===== src/rtl/render_pkg.sv =====
// Shared definitions for the pixel render engine: op codes, op enum and FSM states.
package render_pkg;

  localparam logic [2:0] OPC_CLEAR     = 3'd0;
  localparam logic [2:0] OPC_NOOP      = 3'd1;
  localparam logic [2:0] OPC_FILL_RECT = 3'd5;
  localparam logic [2:0] OPC_DRAW_LINE = 3'd6;

  typedef enum logic [2:0] {
    OP_CLEAR     = OPC_CLEAR,
    OP_NOOP      = OPC_NOOP,
    OP_FILL_RECT = OPC_FILL_RECT,
    OP_DRAW_LINE = OPC_DRAW_LINE
  } op_e;

  typedef enum logic [2:0] {
    ST_IDLE  = 3'd0,
    ST_SETUP = 3'd1,
    ST_CLEAR = 3'd2,
    ST_FILL  = 3'd3,
    ST_LINE  = 3'd4,
    ST_DONE  = 3'd5
  } state_e;

endpackage


===== src/rtl/line_stepper.sv =====
// Integer Bresenham walker for all octants: load the endpoints, then each step advances one pixel.
module line_stepper #(
  parameter int XBITS = 9,
  parameter int YBITS = 8
) (
  input  logic             clk,
  input  logic             rst,
  input  logic             load_i,
  input  logic             step_i,
  input  logic [XBITS-1:0] x0_i,
  input  logic [YBITS-1:0] y0_i,
  input  logic [XBITS-1:0] x1_i,
  input  logic [YBITS-1:0] y1_i,
  output logic [XBITS-1:0] x_o,
  output logic [YBITS-1:0] y_o,
  output logic             last_o
);

  localparam int EW = ((XBITS > YBITS) ? XBITS : YBITS) + 2;

  logic [XBITS-1:0]     x_q, x_d, x1_q;
  logic [YBITS-1:0]     y_q, y_d, y1_q;
  logic signed [EW-1:0] err_q, err_d, dx_q, dy_q, dx_c, dy_c;
  logic                 xneg_q, yneg_q;
  logic [XBITS-1:0]     adx;
  logic [YBITS-1:0]     ady;
  logic signed [EW:0]   e2, dxw, dyw;

  assign adx  = (x1_i >= x0_i) ? x1_i - x0_i : x0_i - x1_i;
  assign ady  = (y1_i >= y0_i) ? y1_i - y0_i : y0_i - y1_i;
  assign dx_c = $signed({{(EW-XBITS){1'b0}}, adx});
  // dy is kept negative so a single error term covers every octant.
  assign dy_c = -$signed({{(EW-YBITS){1'b0}}, ady});

  // 2*err needs one extra bit so the comparisons never wrap.
  assign e2  = {err_q, 1'b0};
  assign dxw = {dx_q[EW-1], dx_q};
  assign dyw = {dy_q[EW-1], dy_q};

  assign x_o    = x_q;
  assign y_o    = y_q;
  assign last_o = (x_q == x1_q) && (y_q == y1_q);

  always_comb begin
    x_d   = x_q;
    y_d   = y_q;
    err_d = err_q;
    if (load_i) begin
      x_d   = x0_i;
      y_d   = y0_i;
      err_d = dx_c + dy_c;
    end else if (step_i && !last_o) begin
      if (e2 >= dyw) begin
        err_d = err_d + dy_q;
        x_d   = xneg_q ? x_q - XBITS'(1) : x_q + XBITS'(1);
      end
      if (e2 <= dxw) begin
        err_d = err_d + dx_q;
        y_d   = yneg_q ? y_q - YBITS'(1) : y_q + YBITS'(1);
      end
    end
  end

  always_ff @(posedge clk or posedge rst) begin
    if (rst) begin
      x_q    <= '0;
      y_q    <= '0;
      x1_q   <= '0;
      y1_q   <= '0;
      err_q  <= '0;
      dx_q   <= '0;
      dy_q   <= '0;
      xneg_q <= 1'b0;
      yneg_q <= 1'b0;
    end else begin
      x_q   <= x_d;
      y_q   <= y_d;
      err_q <= err_d;
      if (load_i) begin
        x1_q   <= x1_i;
        y1_q   <= y1_i;
        dx_q   <= dx_c;
        dy_q   <= dy_c;
        xneg_q <= (x1_i < x0_i);
        yneg_q <= (y1_i < y0_i);
      end
    end
  end

endmodule


===== src/rtl/render_core.sv =====
// Command-driven pixel generator: CLEAR, FILL_RECT and DRAW_LINE streamed over an enable/pixel_ready handshake.
// Handshake: a pixel moves on a rising edge where enable=1 and pixel_ready=1; while enable=1 and
// pixel_ready=0 the pixel (x, y, pixel_color) is held unchanged until it is accepted.
module render_core
  import render_pkg::*;
#(
  parameter int XWIDTH = 320,
  parameter int YWIDTH = 240,
  parameter int XBITS  = 9,
  parameter int YBITS  = 8,
  parameter int CBITS  = 1
) (
  input  logic                   clk,
  input  logic                   rst,
  input  logic [XBITS+YBITS-1:0] start_l,
  input  logic [XBITS+YBITS-1:0] end_l,
  input  logic [2:0]             op,
  input  logic [CBITS-1:0]       color,
  input  logic                   render_enable,
  input  logic                   pixel_ready,
  output logic [XBITS-1:0]       x,
  output logic [YBITS-1:0]       y,
  output logic [CBITS-1:0]       pixel_color,
  output logic                   enable,
  output logic                   render_done,
  output logic                   busy,
  output state_e                 dbg_state_o
);

  localparam logic [XBITS-1:0] XLAST = XBITS'(XWIDTH - 1);
  localparam logic [YBITS-1:0] YLAST = YBITS'(YWIDTH - 1);

  state_e           state_q, state_d;
  logic [XBITS-1:0] p0x_q, p1x_q, sx_q, sx_d, xlo_q, xhi_q, xlo_c, xhi_c, in0x, in1x, line_x;
  logic [YBITS-1:0] p0y_q, p1y_q, sy_q, sy_d, ylo_q, yhi_q, ylo_c, yhi_c, in0y, in1y, line_y;
  logic [2:0]       op_q;
  logic [CBITS-1:0] col_q;
  logic             xfer, scan_last, line_last;

  assign in0x = start_l[XBITS+YBITS-1:YBITS];
  assign in0y = start_l[YBITS-1:0];
  assign in1x = end_l[XBITS+YBITS-1:YBITS];
  assign in1y = end_l[YBITS-1:0];

  // Scan bounds: whole frame for CLEAR, normalised corners for FILL.
  assign xlo_c = (op_q == OPC_CLEAR) ? '0    : ((p0x_q < p1x_q) ? p0x_q : p1x_q);
  assign xhi_c = (op_q == OPC_CLEAR) ? XLAST : ((p0x_q < p1x_q) ? p1x_q : p0x_q);
  assign ylo_c = (op_q == OPC_CLEAR) ? '0    : ((p0y_q < p1y_q) ? p0y_q : p1y_q);
  assign yhi_c = (op_q == OPC_CLEAR) ? YLAST : ((p0y_q < p1y_q) ? p1y_q : p0y_q);

  assign enable      = (state_q == ST_CLEAR) || (state_q == ST_FILL) || (state_q == ST_LINE);
  assign busy        = enable || (state_q == ST_SETUP);
  assign render_done = (state_q == ST_DONE);
  assign dbg_state_o = state_q;
  assign xfer        = enable && pixel_ready;
  assign scan_last   = (sx_q == xhi_q) && (sy_q == yhi_q);

  assign x           = (state_q == ST_LINE) ? line_x : sx_q;
  assign y           = (state_q == ST_LINE) ? line_y : sy_q;
  assign pixel_color = ((state_q == ST_FILL) || (state_q == ST_LINE)) ? col_q : '0;

  line_stepper #(.XBITS(XBITS), .YBITS(YBITS)) u_line (
    .clk    (clk),
    .rst    (rst),
    .load_i (state_q == ST_SETUP),
    .step_i ((state_q == ST_LINE) && pixel_ready),
    .x0_i   (p0x_q),
    .y0_i   (p0y_q),
    .x1_i   (p1x_q),
    .y1_i   (p1y_q),
    .x_o    (line_x),
    .y_o    (line_y),
    .last_o (line_last)
  );

  always_comb begin
    state_d = state_q;
    sx_d    = sx_q;
    sy_d    = sy_q;
    case (state_q)
      ST_IDLE:  if (render_enable) state_d = ST_SETUP;
      ST_SETUP: begin
        sx_d = xlo_c;
        sy_d = ylo_c;
        if (!render_enable) state_d = ST_IDLE;
        else begin
          case (op_q)
            OPC_CLEAR:     state_d = ST_CLEAR;
            OPC_FILL_RECT: state_d = ST_FILL;
            OPC_DRAW_LINE: state_d = ST_LINE;
            default:       state_d = ST_DONE;
          endcase
        end
      end
      ST_CLEAR, ST_FILL: begin
        if (!render_enable) state_d = ST_IDLE;
        else if (xfer) begin
          if (scan_last) state_d = ST_DONE;
          else if (sx_q == xhi_q) begin
            sx_d = xlo_q;
            sy_d = sy_q + YBITS'(1);
          end else sx_d = sx_q + XBITS'(1);
        end
      end
      ST_LINE: begin
        if (!render_enable) state_d = ST_IDLE;
        else if (xfer && line_last) state_d = ST_DONE;
      end
      ST_DONE:  if (!render_enable) state_d = ST_IDLE;
      default:  state_d = ST_IDLE;
    endcase
  end

  always_ff @(posedge clk or posedge rst) begin
    if (rst) begin
      state_q <= ST_IDLE;
      sx_q    <= '0;
      sy_q    <= '0;
      p0x_q   <= '0;
      p0y_q   <= '0;
      p1x_q   <= '0;
      p1y_q   <= '0;
      op_q    <= OPC_NOOP;
      col_q   <= '0;
      xlo_q   <= '0;
      xhi_q   <= '0;
      ylo_q   <= '0;
      yhi_q   <= '0;
    end else begin
      state_q <= state_d;
      sx_q    <= sx_d;
      sy_q    <= sy_d;
      if ((state_q == ST_IDLE) && render_enable) begin
        p0x_q <= (in0x > XLAST) ? XLAST : in0x;
        p0y_q <= (in0y > YLAST) ? YLAST : in0y;
        p1x_q <= (in1x > XLAST) ? XLAST : in1x;
        p1y_q <= (in1y > YLAST) ? YLAST : in1y;
        op_q  <= op;
        col_q <= color;
      end
      if (state_q == ST_SETUP) begin
        xlo_q <= xlo_c;
        xhi_q <= xhi_c;
        ylo_q <= ylo_c;
        yhi_q <= yhi_c;
      end
    end
  end

endmodule


===== config.mk =====
export PLATFORM = sky130hd
export DESIGN_NAME = render_core
export DESIGN_NICKNAME = d
export VERILOG_FILES = /design/src/rtl/render_pkg.sv /design/src/rtl/line_stepper.sv /design/src/rtl/render_core.sv
export SDC_FILE = /design/constraint.sdc
export NUM_CORES = 1
export LEC_CHECK = 0
export CORE_ASPECT_RATIO = 0.75
export CORE_MARGIN = 3
export CORE_UTILIZATION = 45
export DETAILED_ROUTE_END_ITERATION = 16
export GPL_ROUTABILITY_DRIVEN = 0
export PLACE_DENSITY = 0.74
export SYNTH_ARGS = -nofsm -noshare
export SYNTH_HDL_FRONTEND = slang
export SYNTH_SLANG_ARGS = --single-unit

===== constraint.sdc =====
create_clock -name clk -period 9.25 [get_ports clk]
set_input_delay 1.85 -clock clk [delete_from_list [all_inputs] [get_ports clk]]
set_output_delay 1.85 -clock clk [all_outputs]
set_load 0.03 [all_outputs]

==> reports/metrics.cfg, run 1 <==
[sta]
hold_viol = 0
fin_crit_ps = 4900
slew_violations = 0
slew_headroom_pct = 5.80
tightest_slew_ps = 1410
fin_skew_ps = 9.32
fin_crit_sh_pct = 52.9
hold-worst-slack_ps = 476
rsz0062_at_grt = false
fmax_mhz = 204
fin_tns_setup_ps = 0
setup_viol = 0

[cells_and_area]
multi_input_area_um2 = 6940
seq_area_um2 = 3780
fill_cells = 2229
final_nets = 1504
final_layout_size_suffix_gt1_share_pct = 5.48
syn_to_final_growth_pct = 14.1
diodes = 0
reg.largest.list = u_line.dy_q (11), u_line.err_q (11)

[floorplanning]
ios = 66
die_w_um = 188
rows = 49
dieArea_um2 = 26900
start_util_pct = 46.3
core-area_um2 = 24300
fp.dieH_um = 143

[routing]
drc = 0
ant_nets = 0
vias = 9998
drt_wl_total_um = 31800
drtIter0Drc = 1041
routed_via_density = 5.88
post_drt_wl_per_cell_um = 18.7
dr.pass1.iters = 5

[setup_path]
setup.worst_path.start_class = flop
rrSetupSlack_ps = 4350
crit_chain = inv_1 > ha_1 > a21o_1 > a21oi_1 > nor2_1 > nor2_1 > mux2i_1 > o21ai_0 > a21boi_0 > o21ai_0 > xor2_1 > ha_1 > a21o_1 > a21o_1 > a21oi_1 > o2111ai_1 > nand3b_1 > xor2_1 > a21oi_1
required_ps = 9540
max_stage_delay_ps = 610
path_delay_family = compound AO/OA/AOI/OAI gates
cp-end-kind = flop
path_buf_inv = 1
r2r-end = u_line.err_q[10]$_DFFE_PP0P_
critPathMaxFanout = 8
worst_ep_arrival_time_ps = 5180
rr_worst_depth = 19
slowest_stage = nor2_1
criticalPathCategory = reg2reg
timing.rr.start = p0x_q[3]$_DFFE_PP0P_

[grt]
overflow = 0
grt_max_degree = 90
grt_pass1_wl_um = 51600
antenna_found_initial = 0
grtUsageTotal_pct = 23.9
grt_pass1_vias = 9826

[cts]
clock_sinks = 151
cts_setup_buffers = 0
ctsRootBufferMaster = clkbuf_16
postCtsResizedCells = 0
h-tree-depth = 4
path_clk_slew_ps = 60
cts_tree = yes
cts_buffers = 17
hold_buffers = 0
insertion_delay_ps = 440
cts.path.max_buffers = 2

[flow_run]
maxCapViolations = 0

[worst_hold_path]
hold_end = xlo_q[0]$_DFFE_PP0P_
hp-start = xlo_q[0]$_DFFE_PP0P_
hold_depth = 2
worstHoldPathType = reg2reg

[synthesis]
yosysMostFrequentCell = nand2_1
synth_area_per_cell_um2 = 8.54
netlist_instances = 1316
synth_cell_type_count = 77
ys_warn_count = 0
synth_nets = 1464
synth.area.top_cells = dfrtp_1 (33%), ha_1 (11%), nand2_1 (5.3%)
async_flop_share_pct = 100
synthFlopType = dfrtp_1
netlist_area_um2 = 11200
synth_area_leader_cell = dfrtp_1
ys_seq_area_share_pct = 33.6
synth_edf_count = 0
post-synth-top-area-fraction_pct = 33.4
ys_seq_elements = 151
yosys-top-cells-count = nand2_1 (160), dfrtp_1 (150), a21oi_1 (118), o21ai_0 (118), nor2_1 (99)

[place]
port_buffers = 65
dp_hpwl_um = 23300

[run_status]
status = complete, no violations

## area by class of cell
type | count | area share [%]
Sequential cell | 151 | 29.5
Inverter | 90 | 2.67
Tap cell | 331 | 3.23
Clock buffer | 22 | 3.54
Clock inverter | 9 | 1.17
Multi-Input combinational cell | 1020 | 54.2
Timing Repair Buffer | 76 | 5.72
## worst max path at each step
stage	endpoint	startpoint	slack [ps]	cells past startpoint
5_1_grt	u_line.err_q[10]$_DFFE_PP0P_	u_line.err_q[10]$_DFFE_PP0P_	3950	19
4_1_cts	u_line.err_q[10]$_DFFE_PP0P_	u_line.err_q[10]$_DFFE_PP0P_	4450	19
6_report	u_line.err_q[10]$_DFFE_PP0P_	p0x_q[3]$_DFFE_PP0P_	4350	19
3_5_place_dp	u_line.err_q[10]$_DFFE_PP0P_	u_line.err_q[10]$_DFFE_PP0P_	4470	19
3_3_place_gp	u_line.err_q[10]$_DFFE_PP0P_	u_line.err_q[10]$_DFFE_PP0P_	4580	19
2_1_floorplan	col_q$_DFFE_PP0P_	rst	3340	1
## tightest hold or removal path: stages, from the launching register on
cell and delay [ps]:
dfrtp_1 340, nand2_1 50, o31ai_1 50
## cell usage in the layout, fill, tap and decap left out, drive strengths merged, types with 9 or more instances in the layout
cell             n
xor2            38
o31ai           13
xnor2           53
ha              97
inv             90
mux2            18
clkbuf          22
fa               9
buf             11
nand2          160
nand3           17
a221o           10
a21o            22
and3            13
mux2i           34
dfrtp          150
a21oi          118
o21a            14
o21ai          123
nor2           100
nor3            26
nand4           12
clkdlybuf4s50   65
nor2b           15
## per-stage QoR
stage,util (%),cell area (µm²),setup slack (ps),std cells
3_3_place_gp,50.3,12200,4580,1668
6_report,52.8,12800,4350,1699
5_1_grt,52.8,12800,3950,1699
2_1_floorplan,-,11200,3340,1316
4_1_cts,52.8,12800,4450,1699
3_5_place_dp,50.3,12200,4470,1668
## cell families (layout without fill, tap and decap cells)
group                      count (synthesis)  after routing  synth area share [%]
xor gates and xnor gates                  91             91                  7.09
buffers and inverters                    145            197                  4.88
and+or+nand+nor                          393            393                  16.1
DFF                                      151            151                  33.6
adders and majority gates                108            108                  12.6
muxes                                     52             52                  4.83
AOI/OAI and AO/OA                        376            376                  20.9
## per-layer routing
| metal | part of all wire (%) | vias to the layer above | wire length [µm] | GRT usage (%) |
|---|---|---|---|---|
| li1 | - | 4701 | - | - |
| met1 | 46 | 4833 | 14700 | 34.6 |
| met2 | 44 | 409 | 13900 | 36.1 |
| met3 | 8.2 | 55 | 2620 | 5.30 |
| met4 | 1.9 | 0 | 620 | 7.09 |
| met5 | 0 | - | 0 | 0 |
Power of run 1 is left out: the tool's default activity adds up to more than one toggle a clock period on the data nets, which glitch-free logic cannot reach.
==> run 2: changes to the inputs <==
--- a/config.mk
+++ b/config.mk
@@ -10,7 +10,7 @@
 export CORE_UTILIZATION = 45
 export DETAILED_ROUTE_END_ITERATION = 16
 export GPL_ROUTABILITY_DRIVEN = 0
-export PLACE_DENSITY = 0.74
+export PLACE_DENSITY = 0.76
 export SYNTH_ARGS = -nofsm -noshare
 export SYNTH_HDL_FRONTEND = slang
 export SYNTH_SLANG_ARGS = --single-unit
==> constraint.sdc (replaced) <==
create_clock -name clk -period 4.1 [get_ports clk]
set_input_delay 0.82 -clock clk [delete_from_list [all_inputs] [get_ports clk]]
set_output_delay 0.82 -clock clk [all_outputs]
set_load 0.03 [all_outputs]
==> run 2 against run 1 <==
The run now ends with setup timing left. Fmax grew 14%. Setup slack worse by 4600 ps. Clock skew rose by 1.5 ps. Global-route usage is 0.14 points higher. Core utilization grew 4.7 points. Register-to-register slack worse by 4600 ps. Critical path type unchanged.
==> reports/metrics.cfg, run 2 (synthesis results as in run 1) <==
[setup_path]
worst_ep_arrival_time_ps = 4660  ; was 5180 ps
critPathMaxFanout = 3  ; was 8
rr_worst_depth = 17  ; was 19
slowest_stage = dfrtp_1  ; was nor2_1
criticalPathCategory = reg2reg  ; unchanged
crit_chain = ha_4 > inv_4 > or4_4 > a21oi_2 > a21boi_2 > a21oi_4 > mux2_4 > ha_4 > fa_2 > a21o_1 > a21oi_2 > nor2b_2 > o31a_1 > o31a_1 > a211oi_1 > a2111oi_0 > a21oi_1  ; was inv_1 > ha_1 > a21o_1 > a21oi_1 > nor2_1 > nor2_1 > mux2i_1 > o21ai_0 > a21boi_0 > o21ai_0 > xor2_1 > ha_1 > a21o_1 > a21o_1 > a21oi_1 > o2111ai_1 > nand3b_1 > xor2_1 > a21oi_1
cp-end-kind = flop  ; unchanged
rrSetupSlack_ps = -210  ; was 4350 ps
setup.worst_path.start_class = flop  ; unchanged
max_stage_delay_ps = 410  ; was 610 ps
r2r-end = u_line.err_q[8]$_DFFE_PP0P_  ; was u_line.err_q[10]$_DFFE_PP0P_
required_ps = 4460  ; was 9540 ps
timing.rr.start = u_line.err_q[10]$_DFFE_PP0P_  ; was p0x_q[3]$_DFFE_PP0P_

[floorplanning]
start_util_pct = 46.3  ; unchanged
rows = 49  ; unchanged
core-area_um2 = 24300  ; unchanged
ios = 66  ; unchanged
fp.dieH_um = 143  ; unchanged
dieArea_um2 = 26900  ; unchanged
die_w_um = 188  ; unchanged

[sta]
fin_skew_ps = 10.9  ; was 9.32 ps
slew_headroom_pct = 9.52  ; was 5.80%
setup_viol = 3  ; was 0
fin_crit_sh_pct = 105  ; was 52.9%
tightest_slew_ps = 1350  ; was 1410 ps
rsz0062_at_grt = true  ; was false
fmax_mhz = 232  ; was 204 MHz
fin_crit_ps = 4310  ; was 4900 ps
hold_viol = 0  ; unchanged
setup_ws_ps = -208  ; was 4350 ps
slew_violations = 0  ; unchanged
fin_tns_setup_ps = -346  ; was 0 ps

[grt]
grt_pass1_vias = 10000  ; was 9826
antenna_found_initial = 0  ; unchanged
grtUsageTotal_pct = 24.1  ; was 23.9%
overflow = 0  ; unchanged
grt_max_degree = 81  ; was 90
grt_pass1_wl_um = 52100  ; was 51600 µm

[routing]
ant_nets = 0  ; unchanged
vias = 10400  ; was 9998
drt_wl_total_um = 32500  ; was 31800 µm
drtIter0Drc = 947  ; was 1041
dr.pass1.iters = 5  ; unchanged
post_drt_wl_per_cell_um = 17.8  ; was 18.7 µm
routed_via_density = 5.71  ; was 5.88
drc = 0  ; unchanged

[cells_and_area]
final_layout_size_suffix_gt1_share_pct = 15.7  ; was 5.48%
fill_cells = 2122  ; was 2229
diodes = 0  ; unchanged
final_cell_mix = nand2_1 (160), dfrtp_1 (150), buf_4 (131)  ; was nand2_1 (160), dfrtp_1 (150), o21ai_0 (118), a21oi_1 (118), nor2_1 (99)
syn_to_final_growth_pct = 24.2  ; was 14.1%
reg.largest.list = u_line.dy_q (11), u_line.err_q (11)  ; unchanged
post-route-util_pct = 57.5  ; was 52.8%
final_common_cell = nand2_1  ; unchanged
post_layout_nonfiller_instances = 1825  ; was 1699
final_nets = 1629  ; was 1504

[cts]
h-tree-depth = 4  ; unchanged
cts.path.max_buffers = 2  ; unchanged
insertion_delay_ps = 450  ; was 440 ps
path_clk_slew_ps = 70  ; was 60 ps
clock_sinks = 151  ; unchanged
cts_buffers = 17  ; unchanged
cts_tree = yes  ; unchanged
ctsRootBufferMaster = clkbuf_16  ; unchanged

[worst_hold_path]
hold_depth = 2  ; unchanged
worstHoldPathType = reg2reg  ; unchanged
hp-start = xlo_q[1]$_DFFE_PP0P_  ; was xlo_q[0]$_DFFE_PP0P_
hold_end = xlo_q[1]$_DFFE_PP0P_  ; was xlo_q[0]$_DFFE_PP0P_

[run_status]
status = complete, but fails checks  ; was complete, no violations
violations = setup timing

[place]
dp_hpwl_um = 24300  ; was 23300 µm
port_buffers = 65  ; unchanged
dp.cells = 1783  ; was 1668

[flow_run]
maxCapViolations = 0  ; unchanged

## run 2: how the worst max path moves through the flow
stage | from | end | depth (start not counted)
finish | u_line.err_q[10]$_DFFE_PP0P_ | u_line.err_q[8]$_DFFE_PP0P_ | 17
global route | u_line.err_q[10]$_DFFE_PP0P_ | u_line.err_q[10]$_DFFE_PP0P_ | 19
CTS | u_line.err_q[10]$_DFFE_PP0P_ | u_line.err_q[10]$_DFFE_PP0P_ | 18
detailed placement | u_line.dy_q[10]$_DFFE_PP0P_ | u_line.err_q[10]$_DFFE_PP0P_ | 19
global placement | u_line.err_q[10]$_DFFE_PP0P_ | u_line.err_q[10]$_DFFE_PP0P_ | 18
floorplan | u_line.err_q[10]$_DFFE_PP0P_ | u_line.err_q[10]$_DFFE_PP0P_ | 19
## run 2: per-layer routing
| layer | vias to the layer above | global-route usage [%] | part of all wire, % |
|---|---|---|---|
| li1 | 4960 | - | - |
| met1 | 4999 | 35.0 | 47 |
| met2 | 407 | 35.8 | 43 |
| met3 | 58 | 5.69 | 7.6 |
| met4 | 2 | 6.70 | 1.8 |
| met5 | - | 1.75 | 0.20 |
## run 2: what timing repair did
item / CTS / global route
gates resized for setup: 18 / 23
setup buffers: 9 / 5
pin swaps: 13 / 19
setup endpoints to repair: 4 / 7
hold buffers: 0 / 0
## run 2: critical path, delay by kind of cell (launching register included)
family                     cells  cell delay, ps
DFF                            1             410
buffers and inverters          1              40
AOI/OAI and AO/OA             10            2110
muxes                          1             340
and+or+nand+nor                2             490
adders and majority gates      3             840
## run 2: layout make-up
class,count,area [µm²],share of cell area (%)
Sequential cell,151,3780,27.1
Multi-Input combinational cell,1020,7130,51.1
Timing Repair Buffer,201,1720,12.3
Clock buffer,19,443,3.17
Tap cell,331,414,2.97
Inverter,90,344,2.47
Clock inverter,13,124,0.888
## run 2: metrics by stage
step                hold WS, ps  cell area (µm²)  setup WS (ps)
finish                      484            14000           -208
global route                508            14000           -331
CTS                         481            13800          -74.4
detailed placement          466            13100           -288
global placement            461            13100           -126
floorplan                   445            11300           -179
Power of run 2 is left out for the same reason.
==> run 3: changes to the inputs <==
==> constraint.sdc (replaced) <==
create_clock -name clk -period 4.1 [get_ports clk]
set_input_delay 1.025 -clock clk [delete_from_list [all_inputs] [get_ports clk]]
set_output_delay 1.025 -clock clk [all_outputs]
set_load 0.03 [all_outputs]
==> run 3 against run 2 <==
The flow still finishes with violations (setup timing). Design area decreased by 0.91%. Non-clock buffer count decreased by 4. Cell count decreased by 0.22%. Routed wire length grew 0.89%. Core utilization shrank 0.52 points. Sequential cell count is the same. Global-route usage rose by 0.37 points.
==> reports/metrics.cfg, run 3 (synthesis results as in run 1) <==
[setup_path]
path_delay_family = compound AO/OA/AOI/OAI gates  ; unchanged
required_ps = 4410  ; was 4460 ps
setup.worst_path.start_class = flop  ; unchanged
max_stage_delay_ps = 410  ; about the same
cp-end-kind = flop  ; unchanged
crit_chain = ha_4 > inv_2 > or4_4 > a21oi_2 > a21boi_2 > a21oi_2 > buf_4 > mux2i_2 > ha_1 > a21o_1 > a21oi_2 > nor2b_1 > o21a_1 > o41a_1 > and3_1 > o21ai_1 > buf_4 > nor3b_1 > o31ai_1 > a22oi_1  ; was ha_4 > inv_4 > or4_4 > a21oi_2 > a21boi_2 > a21oi_4 > mux2_4 > ha_4 > fa_2 > a21o_1 > a21oi_2 > nor2b_2 > o31a_1 > o31a_1 > a211oi_1 > a2111oi_0 > a21oi_1
worst_ep_arrival_time_ps = 4530  ; was 4660 ps
startpoint = u_line.err_q[10]$_DFFE_PP0P_  ; unchanged
timing.rr.start = u_line.err_q[10]$_DFFE_PP0P_  ; unchanged
critPathMaxFanout = 4  ; was 3
slowest_stage = dfrtp_1  ; unchanged
path_buf_inv = 3  ; was 1
criticalPathCategory = reg2reg  ; unchanged
crit_top_cell = a21oi_2

[run_status]
status = complete, but fails checks  ; unchanged
violations = setup timing  ; unchanged

[grt]
antenna_found_initial = 0  ; unchanged
grt_pass1_vias = 10300  ; was 10000
grt_max_degree = 90  ; was 81
grtUsageTotal_pct = 24.5  ; was 24.1%
grt_pass1_wl_um = 52900  ; was 52100 µm
overflow = 0  ; unchanged

[cells_and_area]
final_layout_size_suffix_gt1_share_pct = 14.8  ; was 15.7%
final_common_cell = nand2_1  ; unchanged
reg.largest.list = u_line.dy_q (11), u_line.err_q (11)  ; unchanged
syn_to_final_growth_pct = 23.1  ; was 24.2%
diodes = 0  ; unchanged
final_nets = 1625  ; was 1629
fill_cells = 2155  ; was 2122
post_layout_nonfiller_instances = 1821  ; was 1825
final_cell_mix = nand2_1 (160), dfrtp_1 (150), buf_4 (130)  ; was nand2_1 (160), dfrtp_1 (150), buf_4 (131)

[floorplanning]
ios = 66  ; unchanged
die_w_um = 188  ; unchanged
dieArea_um2 = 26900  ; unchanged
start_util_pct = 46.3  ; unchanged
core-area_um2 = 24300  ; unchanged
fp.dieH_um = 143  ; unchanged
rows = 49  ; unchanged

[sta]
hold_viol = 0  ; unchanged
setup_ws_ps = -119  ; was -208 ps
fmax_mhz = 237  ; was 232 MHz
fin_crit_ps = 4220  ; was 4310 ps
slew_headroom_pct = 14.1  ; was 9.52%
fin_skew_ps = 9.66  ; was 10.9 ps
tightest_slew_ps = 1280  ; was 1350 ps
slew_violations = 0  ; unchanged
fin_crit_sh_pct = 103  ; was 105%
rsz0062_at_grt = true  ; unchanged
setup_viol = 3  ; unchanged

[cts]
cts_buffers = 17  ; unchanged
clock_sinks = 151  ; unchanged
ctsRootBufferMaster = clkbuf_16  ; unchanged
cts_tree = yes  ; unchanged
h-tree-depth = 4  ; unchanged
path_clk_slew_ps = 70  ; about the same
cts.path.max_buffers = 2  ; unchanged
insertion_delay_ps = 440  ; was 450 ps

[routing]
post_drt_wl_per_cell_um = 18.0  ; was 17.8 µm
vias = 10500  ; was 10400
drt_wl_total_um = 32800  ; was 32500 µm
drc = 0  ; unchanged
dr.pass1.iters = 5  ; unchanged
routed_via_density = 5.76  ; was 5.71
drtIter0Drc = 1021  ; was 947
ant_nets = 0  ; unchanged

[worst_hold_path]
worstHoldPathType = reg2reg  ; unchanged
hp-start = xlo_q[7]$_DFFE_PP0P_  ; was xlo_q[1]$_DFFE_PP0P_

[place]
port_buffers = 65  ; unchanged
dp_hpwl_um = 24700  ; was 24300 µm
dp.cells = 1785  ; was 1783

[flow_run]
maxCapViolations = 0  ; unchanged

[run 3: final cells by class]
type / instances / area [µm²] / share of cell area (%)
inverter: 90 / 342 / 2.47
clock inverter: 15 / 156 / 1.13
multi-input combinational: 1020 / 7050 / 50.9
timing repair buffer: 197 / 1670 / 12.1
tap: 331 / 414 / 2.99
clock buffer: 17 / 425 / 3.08
sequential: 151 / 3780 / 27.3
[run 3: worst min-delay path: cells and delay by family, from the launching register on]
kind	cells	cell delay (ps)
flip-flops	1	340
AND/OR/NAND/NOR	1	50
AO/OA/AOI/OAI	1	50
[run 3: final timing paths]
check,endpoint,slack [ps],cells after the start
max in group asynchronous,sx_q[2]$_DFFE_PP0P_,2150,3
min reg2reg,xlo_q[7]$_DFFE_PP0P_,480,2
max,u_line.err_q[9]$_DFFE_PP0P_,-120,20
max reg2reg,u_line.err_q[9]$_DFFE_PP0P_,-120,20
min in group asynchronous,u_line.dy_q[3]$_DFFE_PP0P_,1180,2
min,xlo_q[7]$_DFFE_PP0P_,480,2
[run 3: timing repair]
item                                    4_1_cts  5_1_grt
hold buffers                                  0        0
hold endpoints to repair                      0        0
gates resized for setup                      11       10
pin swaps                                    13       10
endpoints found under the setup margin        4        5
setup buffers                                 4        1
[run 3: layer usage]
layer	wire, µm	global-route usage [%]	up-vias
li1	-	-	4937
met1	15200	34.8	5110
met2	14400	37.3	393
met3	2510	5.72	56
met4	689	7.29	0
met5	0	0	-
[run 3: through the flow]
| stage | utilization (%) | hold WS (ps) | area (µm²) | setup TNS (ps) | setup slack, ps |
|---|---|---|---|---|---|
| after floorplan | - | 445 | 11300 | -312 | -179 |
| after global placement | 54.1 | 460 | 13100 | -192 | -116 |
| after detailed placement | 54.1 | 466 | 13100 | -745 | -288 |
| after CTS | 56.8 | 482 | 13800 | -131 | -82.8 |
| after global routing | 57.0 | 520 | 13800 | -970 | -293 |
| final | 57.0 | 481 | 13800 | -250 | -119 |
Power of run 3 is left out for the same reason.
